## src/rtl/da_pkg.sv

```systemverilog
// Shared constants, FSM encoding and width helpers for the distributed-arithmetic MAC engine.
package da_pkg;

    localparam logic [16:0] C4_Q3_14 = 17'h02D41;

    typedef enum logic [1:0] {
        IDLE = 2'd0,
        RUN  = 2'd1,
        DONE = 2'd2
    } state_t;

    // Width of one DA partial sum: a coefficient plus one carry bit per adder-tree level.
    function automatic int lut_w(input int coef_w, input int n_taps);
        return coef_w + $clog2(n_taps);
    endfunction

endpackage

```

## src/rtl/da_coef_lut.sv

```systemverilog
// Combinational DA lookup: sums the coefficients selected by one bit-slice of the samples.
module da_coef_lut
    import da_pkg::*;
#(
    parameter int N_TAPS = 4,
    parameter int COEF_W = 17,
    parameter int LUT_W  = lut_w(COEF_W, N_TAPS)
) (
    input  logic [N_TAPS-1:0]        addr,
    input  logic [N_TAPS*COEF_W-1:0] coef,
    output logic signed [LUT_W-1:0]  psum
);

    // Heap-ordered binary tree: node 1 is the root, leaves live at N_TAPS..2*N_TAPS-1.
    logic signed [LUT_W-1:0] node [1:2*N_TAPS-1];

    genvar gi;
    generate
        for (gi = 0; gi < N_TAPS; gi++) begin : g_leaf
            logic [COEF_W-1:0] c;
            assign c = coef[gi*COEF_W +: COEF_W];
            assign node[N_TAPS+gi] = addr[gi] ? {{(LUT_W-COEF_W){c[COEF_W-1]}}, c} : '0;
        end
        for (gi = 1; gi < N_TAPS; gi++) begin : g_sum
            assign node[gi] = node[2*gi] + node[2*gi+1];
        end
    endgenerate

    assign psum = node[1];

endmodule

```

## src/rtl/da_mac_engine.sv

```systemverilog
// Bit-serial DA dot-product engine: one sample bit-slice per cycle, exact two's complement result.
module da_mac_engine
    import da_pkg::*;
#(
    parameter int N_TAPS = 4,
    parameter int IN_W   = 12,
    parameter int COEF_W = 17,
    parameter int FRAC_W = 14,
    parameter int ACC_W  = COEF_W + IN_W + $clog2(N_TAPS)
) (
    input  logic                      clk,
    input  logic                      rst_n,
    input  logic                      cfg_we,
    input  logic [$clog2(N_TAPS)-1:0] cfg_idx,
    input  logic [COEF_W-1:0]         cfg_data,
    input  logic                      s_valid,
    output logic                      s_ready,
    input  logic [N_TAPS*IN_W-1:0]    s_data,
    output logic                      m_valid,
    input  logic                      m_ready,
    output logic [ACC_W-1:0]          m_data,
    output logic                      busy
);

    localparam int LUT_W = lut_w(COEF_W, N_TAPS);
    localparam int K_W   = $clog2(IN_W);
    localparam logic [COEF_W-1:0] COEF_RST = COEF_W'(C4_Q3_14);

    generate
        if (N_TAPS < 2 || FRAC_W >= COEF_W || ACC_W <= LUT_W) begin : g_param_check
            $error("da_mac_engine: unsupported parameter combination");
        end
    endgenerate

    state_t                  state_reg;
    logic                    ready_en_reg;
    logic [COEF_W-1:0]       coef_reg [N_TAPS];
    logic [IN_W-1:0]         x_reg [N_TAPS];
    logic [K_W-1:0]          k_reg;
    logic signed [ACC_W-1:0] acc_reg;
    logic signed [ACC_W-1:0] acc_next;
    logic signed [ACC_W-1:0] psum_sh;
    logic signed [LUT_W-1:0] psum;
    logic [N_TAPS*COEF_W-1:0] coef_flat;
    logic [N_TAPS-1:0]       addr;
    logic                    last_bit;

    genvar gi;
    generate
        for (gi = 0; gi < N_TAPS; gi++) begin : g_tap
            assign coef_flat[gi*COEF_W +: COEF_W] = coef_reg[gi];
            assign addr[gi] = x_reg[gi][0];
        end
    endgenerate

    da_coef_lut #(
        .N_TAPS (N_TAPS),
        .COEF_W (COEF_W),
        .LUT_W  (LUT_W)
    ) u_lut (
        .addr (addr),
        .coef (coef_flat),
        .psum (psum)
    );

    // The sign-bit slice carries weight -2^(IN_W-1), hence the subtract on the last step.
    assign last_bit = (k_reg == K_W'(IN_W - 1));
    assign psum_sh  = {{(ACC_W-LUT_W){psum[LUT_W-1]}}, psum} <<< k_reg;
    assign acc_next = last_bit ? (acc_reg - psum_sh) : (acc_reg + psum_sh);

    // ready_en_reg keeps s_ready low through reset without a path from rst_n to the output.
    assign s_ready = ready_en_reg && (state_reg == IDLE);
    assign m_valid = (state_reg == DONE);
    assign busy    = (state_reg != IDLE);

    always_ff @(posedge clk or negedge rst_n) begin
        if (!rst_n) begin
            state_reg    <= IDLE;
            ready_en_reg <= 1'b0;
            acc_reg      <= '0;
            k_reg        <= '0;
            m_data       <= '0;
            for (int i = 0; i < N_TAPS; i++) begin
                coef_reg[i] <= COEF_RST;
                x_reg[i]    <= '0;
            end
        end else begin
            ready_en_reg <= 1'b1;
            case (state_reg)
                IDLE: begin
                    if (cfg_we) begin
                        coef_reg[cfg_idx] <= cfg_data;
                    end
                    if (s_valid && s_ready) begin
                        for (int i = 0; i < N_TAPS; i++) begin
                            x_reg[i] <= s_data[i*IN_W +: IN_W];
                        end
                        acc_reg   <= '0;
                        k_reg     <= '0;
                        state_reg <= RUN;
                    end
                end
                RUN: begin
                    for (int i = 0; i < N_TAPS; i++) begin
                        x_reg[i] <= x_reg[i] >> 1;
                    end
                    acc_reg <= acc_next;
                    k_reg   <= k_reg + K_W'(1);
                    if (last_bit) begin
                        m_data    <= acc_next;
                        state_reg <= DONE;
                    end
                end
                DONE: begin
                    if (m_ready) begin
                        state_reg <= IDLE;
                    end
                end
                default: state_reg <= IDLE;
            endcase
        end
    end

endmodule
```

## config.mk

```make
export PLATFORM = sky130hd
export DESIGN_NAME = da_mac_engine
export DESIGN_NICKNAME = d
export VERILOG_FILES = /design/src/rtl/da_pkg.sv /design/src/rtl/da_coef_lut.sv /design/src/rtl/da_mac_engine.sv
export SDC_FILE = /design/constraint.sdc
export NUM_CORES = 1
export LEC_CHECK = 0
export BUFFER_PORTS_ARGS = -buffer_cell sky130_fd_sc_hd__buf_2
export CELL_PAD_IN_SITES_DETAIL_PLACEMENT = 2
export CELL_PAD_IN_SITES_GLOBAL_PLACEMENT = 2
export CORE_MARGIN = 8
export CORE_UTILIZATION = 27
export CTS_CLUSTER_SIZE = 25
export DETAILED_ROUTE_END_ITERATION = 10
export GPL_ROUTABILITY_DRIVEN = 1
export PLACE_DENSITY = 0.69
export SLEW_MARGIN = 0
export SYNTH_ARGS = -nofsm -noshare
export SYNTH_HDL_FRONTEND = slang
export SYNTH_SLANG_ARGS = --single-unit
```

## constraint.sdc

```tcl
create_clock -name clk -period 16.6 [get_ports clk]
set_input_delay 2.49 -clock clk [delete_from_list [all_inputs] [get_ports clk]]
set_output_delay 2.49 -clock clk [all_outputs]
set_load 0.01 [all_outputs]
```

==> impl_metrics.tcl, run 1 <==
set metrics [dict create \
    arrival_ns 8.57 \
    area.sequential_sq_um 4659 \
    dieArea_sq_um 56990 \
    start_kind "register" \
    cts_tree "yes" \
    ys_seq_area_share_pct 34.79 \
    n_fill_cell 5541 \
    synthesis.area_sq_um 13390 \
    drv_cap 0 \
    end_kind "register" \
    ctsResizeCount 0 \
    cts_hold_repair.buffers 0 \
    grt_max_degree 124 \
    synth-main-ff-cell "dfrtp_1" \
    fmax_ghz 0.1220 \
    rsz0062_at_grt "no" \
    yosysTopAreaCellShare_pct 30.08 \
    drcViolationCount 0 \
    place_ws_ns 8.432 \
    areaGrowthSynthToFinish_pct 12.68 \
    fp.dieH_microns 238.7 \
    setup_slack_ns 8.400 \
    via_per_inst 5.087 \
    final_common_cell "dfrtp_1" \
    nNetsFinal 1719 \
    rows 81 \
    ios 106 \
    grt_use_total_pct 15.46 \
    cts_made_buffers 17 \
    setup-violations-final 0 \
    syn_avg_cell_area_sq_um 8.929 \
    synth_cell_types 98 \
    hold_path.class "register to register" \
    wl_per_cell_microns 19.03 \
    wl_microns 42670 \
    drive_gt1_share_pct 18.87 \
    via_count 11410 \
    overflow 0 \
    crit_fanout 18 \
    antenna_found_initial 10 \
    hold_viol 0 \
    fin_skew_ns 0.01225 \
    first_global_vias 12850 \
    final_cell_mix "dfrtp_1 (161), nor2_1 (149), nand2_1 (140)" \
    r2r-start "addr[3]$_DFFE_PN0P_" \
    hold-worst-slack_ns 0.4784 \
    synthArstFlopShare_pct 100.0 \
    clockBufferDepth 2 \
    path_clk_slew_ns 0.07 \
    grt_pass1_wl_microns 70930 \
    io_buffers 105 \
    synth_warnings 0 \
    drt_iter0_markers 437 \
    synth-edff-count 0 \
    largest_reg_flops 68 \
    syn_inst 1500 \
    drtAntennaViolNets 0 \
    setup_tns_ns 0 \
    start_util_pct 27.36 \
    period_needed_ns 8.200 \
    htree_levels 4 \
    post_cts_buffers 0 \
    relSlewSlack_pct 28.77 \
    multi_input_area_sq_um 8059 \
    core_area_sq_um 48950 \
    dp_hpwl_microns 31970 \
    worstHoldStart "m_data[14]$_DFFE_PN0P_" \
    ys_ff_latch 185 \
    startpoint "addr[3]$_DFFE_PN0P_" \
    status "finished, final reports clean" \
    firstDrtPassIters 4 \
    routabilityCongestion 0.8204 \
    finalCritPeriodShare_pct 49.40 \
    fp.dieW_microns 238.7 \
    cp.required_ns 16.97 \
    critPathKind "register to register" \
    synthesis.nets 1658 \
    cts_sinks 185 \
    tightest_slew_ns 1.067 \
    yosys-top-cells-area "dfrtp_1 (30%), mux2_2 (6.6%), fa_1 (5.4%)" \
    synth_top_area_cell "dfrtp_1" \
    drv_slew 0 \
    clk_latency_ns 0.49 \
    cts_root_buf "clkbuf_16" \
]
==> cell type report <==
class	instances	area share [%]
multi-input combinational	1147	53.40
sequential	185	30.87
tap	664	5.505
timing repair buffer	117	4.137
clock buffer	21	3.051
inverter	93	2.313
clock inverter	11	0.6549
antenna	4	0.06632
==> cells by family after synthesis <==
kind of cell | Yosys count | synth area share, %
AND/OR/NAND/NOR | 524 | 18.93
buffers and inverters | 168 | 5.306
other | 1 | 0.02800
flip-flops | 185 | 34.79
AO/OA/AOI/OAI | 387 | 19.49
adder cells (fa/ha/maj) | 86 | 10.05
multiplexers | 90 | 7.557
XOR/XNOR | 59 | 3.858
==> final timing paths <==
check                      slack [ns]  cells past startpoint                   endpoint
min in group asynchronous        2.18                      1  coef_flat[21]$_DFFE_PN0P_
max in group asynchronous       12.89                      2    acc_reg[23]$_DFFE_PN0P_
setup reg to reg                 8.40                     27    acc_reg[30]$_DFFE_PN0P_
setup / recovery                 8.40                     27    acc_reg[30]$_DFFE_PN0P_
hold reg to reg                  0.48                      2     m_data[14]$_DFFE_PN0P_
hold / removal                   0.48                      2     m_data[14]$_DFFE_PN0P_
==> per-layer routing <==
metal | part of all wire [%] | GRT usage (%)
met2 | 50 | 26.76
met5 | 0.15 | 0
met4 | 1.2 | 4.392
met3 | 3.6 | 4.126
met1 | 45 | 18.67
==> cell usage after synthesis (4+ instances only) <==
library cell / n
dfrtp_1: 161
nor2_1: 149
nand2_1: 142
o21ai_0: 109
inv_1: 90
mux2_2: 78
and2_1: 56
o22ai_1: 52
a21oi_1: 51
ha_1: 50
nand3_1: 49
clkbuf_1: 47
fa_1: 36
xnor2_1: 32
nor3_1: 28
xor2_1: 27
dfstp_2: 24
a21o_1: 18
and3_1: 18
a31oi_1: 14
nand2b_1: 13
a211oi_1: 12
a211o_1: 11
o211ai_1: 11
mux2i_1: 10
nand4_1: 10
nor2b_1: 10
buf_4: 9
or2_2: 9
o21a_1: 8
o31ai_1: 8
buf_1: 7
buf_2: 7
a21oi_2: 6
a22oi_1: 6
o21bai_1: 6
or3_1: 6
a221oi_1: 5
and4_1: 5
buf_6: 5
o31a_1: 5
a311oi_1: 4
nor4_1: 4
==> through the flow <==
step                instance area, sq um  utilization (%)  instances
global placement                   14520            29.67       2206
finish                             15090            30.83       2242
global route                       15090            30.83       2241
detailed placement                 14520            29.67       2206
floorplan                          13390                -       1500
CTS                                15080            30.81       2238
==> worst max-delay path: stages, from the launching register on <==
cell and delay (ns):
dfrtp_1 0.60, and2_1 0.27, fa_1 0.54, inv_1 0.06, fa_1 0.57, inv_1 0.05, ha_1 0.52, nand3_1 0.17
o221a_2 0.30, a2111oi_0 0.67, o21ai_0 0.30, a21oi_1 0.33, or3_1 0.22, o221ai_1 0.23, or2_2 0.38, and2_1 0.20
nor2_1 0.15, xnor2_1 0.14, ha_1 0.29, a21o_1 0.18, a21o_1 0.20, or4_1 0.58, nand3_1 0.11, nand4b_1 0.13
a31oi_1 0.26, xnor2_1 0.14, a211o_1 0.28, a32o_1 0.24
Power of run 1 is left out: the tool's default activity adds up to more than one toggle a clock period on the data nets, which glitch-free logic cannot reach.
==> run 2: changes to the inputs <==
==> constraint.sdc (replaced) <==
create_clock -name clk -period 7.8 [get_ports clk]
set_input_delay 1.17 -clock clk [delete_from_list [all_inputs] [get_ports clk]]
set_output_delay 1.17 -clock clk [all_outputs]
set_load 0.01 [all_outputs]
==> run 2 against run 1 <==
Effect of this change: setup slack got worse by 8.0 ns; critical endpoint is now acc_reg[28]$_DFFE_PN0P_; first-iteration DRC count rose by 9.4%; non-clock buffer count rose by 35; largest cell class unchanged; critical path depth rose by 2; critical path type unchanged; global-route usage rose by 0.097 points; sequential share of layout area fell by 1.4 points; cell area rose by 4.9%; worst hold slack got worse by 0.0026 ns.
==> impl_metrics.tcl, run 2 (synthesis results as in run 1) <==
set metrics [dict create \
    drive_gt1_share_pct 24.67 \
    reg2regPathDepth 29 \
    crit_fanout 15 \
    arrival_ns 7.76 \
    dieArea_sq_um 56990 \
    placedCellCount 2234 \
    hold-worst-slack_ns 0.4758 \
    overflow 0 \
    fp.dieW_microns 238.7 \
    final_cell_mix "dfrtp_1 (161), nor2_1 (147), nand2_1 (140)" \
    final_common_cell "dfrtp_1" \
    drt_iter0_markers 478 \
    drcViolationCount 0 \
    areaGrowthSynthToFinish_pct 18.21 \
    io_buffers 105 \
    dp_hpwl_microns 32660 \
    grt_max_degree 118 \
    via_count 11580 \
    wl_microns 43800 \
    rows 81 \
    firstDrtPassIters 4 \
    crit_top_cell "a21o_1" \
    routabilityCongestion 0.8360 \
    clk_latency_ns 0.49 \
    first_global_vias 13050 \
    finalCritPeriodShare_pct 95.21 \
    clockBufferDepth 2 \
    cts_sinks 185 \
    start_kind "register" \
    core_area_sq_um 48950 \
    final_cells 2278 \
    rrSetupSlack_ns 0.37 \
    hold_end "m_data[26]$_DFFE_PN0P_" \
    nNetsFinal 1754 \
    grt_use_total_pct 15.55 \
    largest_reg_flops 68 \
    place_ws_ns -0.06580 \
    relSlewSlack_pct 26.74 \
    path_clk_slew_ns 0.08 \
    r2r_end "acc_reg[28]$_DFFE_PN0P_" \
    period_needed_ns 7.426 \
    fp.dieH_microns 238.7 \
    slowest_delay_ns 0.58 \
    antenna_found_initial 8 \
    holdPathStages 2 \
    critPathKind "register to register" \
    cts_root_buf "clkbuf_16" \
    r2r-start "addr[3]$_DFFE_PN0P_" \
    drv_cap 0 \
    via_per_inst 5.082 \
    slowest_stage "fa_1" \
    htree_levels 4 \
    drv_slew 0 \
    cp.required_ns 8.13 \
    fmax_ghz 0.1347 \
    fin_util_pct 32.34 \
    wl_per_cell_microns 19.23 \
    drtAntennaViolNets 0 \
    tightest_slew_ns 1.099 \
    grt_pass1_wl_microns 71040 \
    end_kind "register" \
    status "finished, final reports clean" \
    hold_viol 0 \
    cts_tree "yes" \
    setup-violations-final 0 \
    ios 106 \
    worstHoldStart "m_data[26]$_DFFE_PN0P_" \
    start_util_pct 27.36 \
    hold_path.class "register to register" \
    setup_slack_ns 0.3736 \
    cts_made_buffers 17 \
    fin_skew_ns 0.01659 \
]
[run 2: through the flow]
| stage | setup TNS (ns) | instance area, sq um |
|---|---|---|
| global route | -0.01894 | 15830 |
| detailed placement | -0.1641 | 14750 |
| finish | 0 | 15830 |
| global placement | 0 | 14750 |
| floorplan | 0 | 13390 |
| CTS | 0 | 15330 |
[run 2: critical path: cells and delay by family, from the launching register on]
family / cells / cell delay, ns
AO/OA/AOI/OAI: 15 / 3.52
buffers and inverters: 3 / 0.33
XOR/XNOR: 2 / 0.35
adder cells (fa/ha/maj): 4 / 1.89
flip-flops: 1 / 0.43
AND/OR/NAND/NOR: 5 / 0.74
[run 2: layout make-up]
| type | instances | area [sq um] |
|---|---|---|
| Tap cell | 664 | 830.8 |
| Multi-Input combinational cell | 1147 | 8507 |
| Inverter | 93 | 349.1 |
| Antenna cell | 5 | 12.51 |
| Fill cell | 5458 | 33120 |
| Clock buffer | 18 | 429.2 |
| Sequential cell | 185 | 4659 |
| Timing Repair Buffer | 152 | 907.1 |
| Clock inverter | 14 | 137.6 |
[run 2: timing repair]
action                     4_1_cts  5_1_grt
buffers inserted                 1        6
hold buffers                     0        0
pin swaps                        1       25
cloned                           0        0
setup endpoints to repair        5       16
gates resized for setup          2       91
[run 2: how the worst max path moves through the flow]
stage | startpoint | end | slack, ns | cells past startpoint
2_1_floorplan | addr[3]$_DFFE_PN0P_ | acc_reg[30]$_DFFE_PN0P_ | 0.75 | 28
3_3_place_gp | addr[3]$_DFFE_PN0P_ | acc_reg[28]$_DFFE_PN0P_ | 0.16 | 29
3_5_place_dp | addr[3]$_DFFE_PN0P_ | acc_reg[29]$_DFFE_PN0P_ | -0.07 | 30
4_1_cts | addr[3]$_DFFE_PN0P_ | m_data[29]$_DFFE_PN0P_ | 0.006 | 29
5_1_grt | addr[3]$_DFFE_PN0P_ | acc_reg[28]$_DFFE_PN0P_ | -0.02 | 29
6_report | addr[3]$_DFFE_PN0P_ | acc_reg[28]$_DFFE_PN0P_ | 0.37 | 29
[run 2: metal layers]
layer	track usage, %	share of wire [%]	vias to the layer above
met5	0	0.080	-
met4	4.205	1.5	6
met3	3.942	3.9	51
met2	26.75	49	129
met1	19.15	45	5879
li1	-	-	5512
Power of run 2 is left out for the same reason.
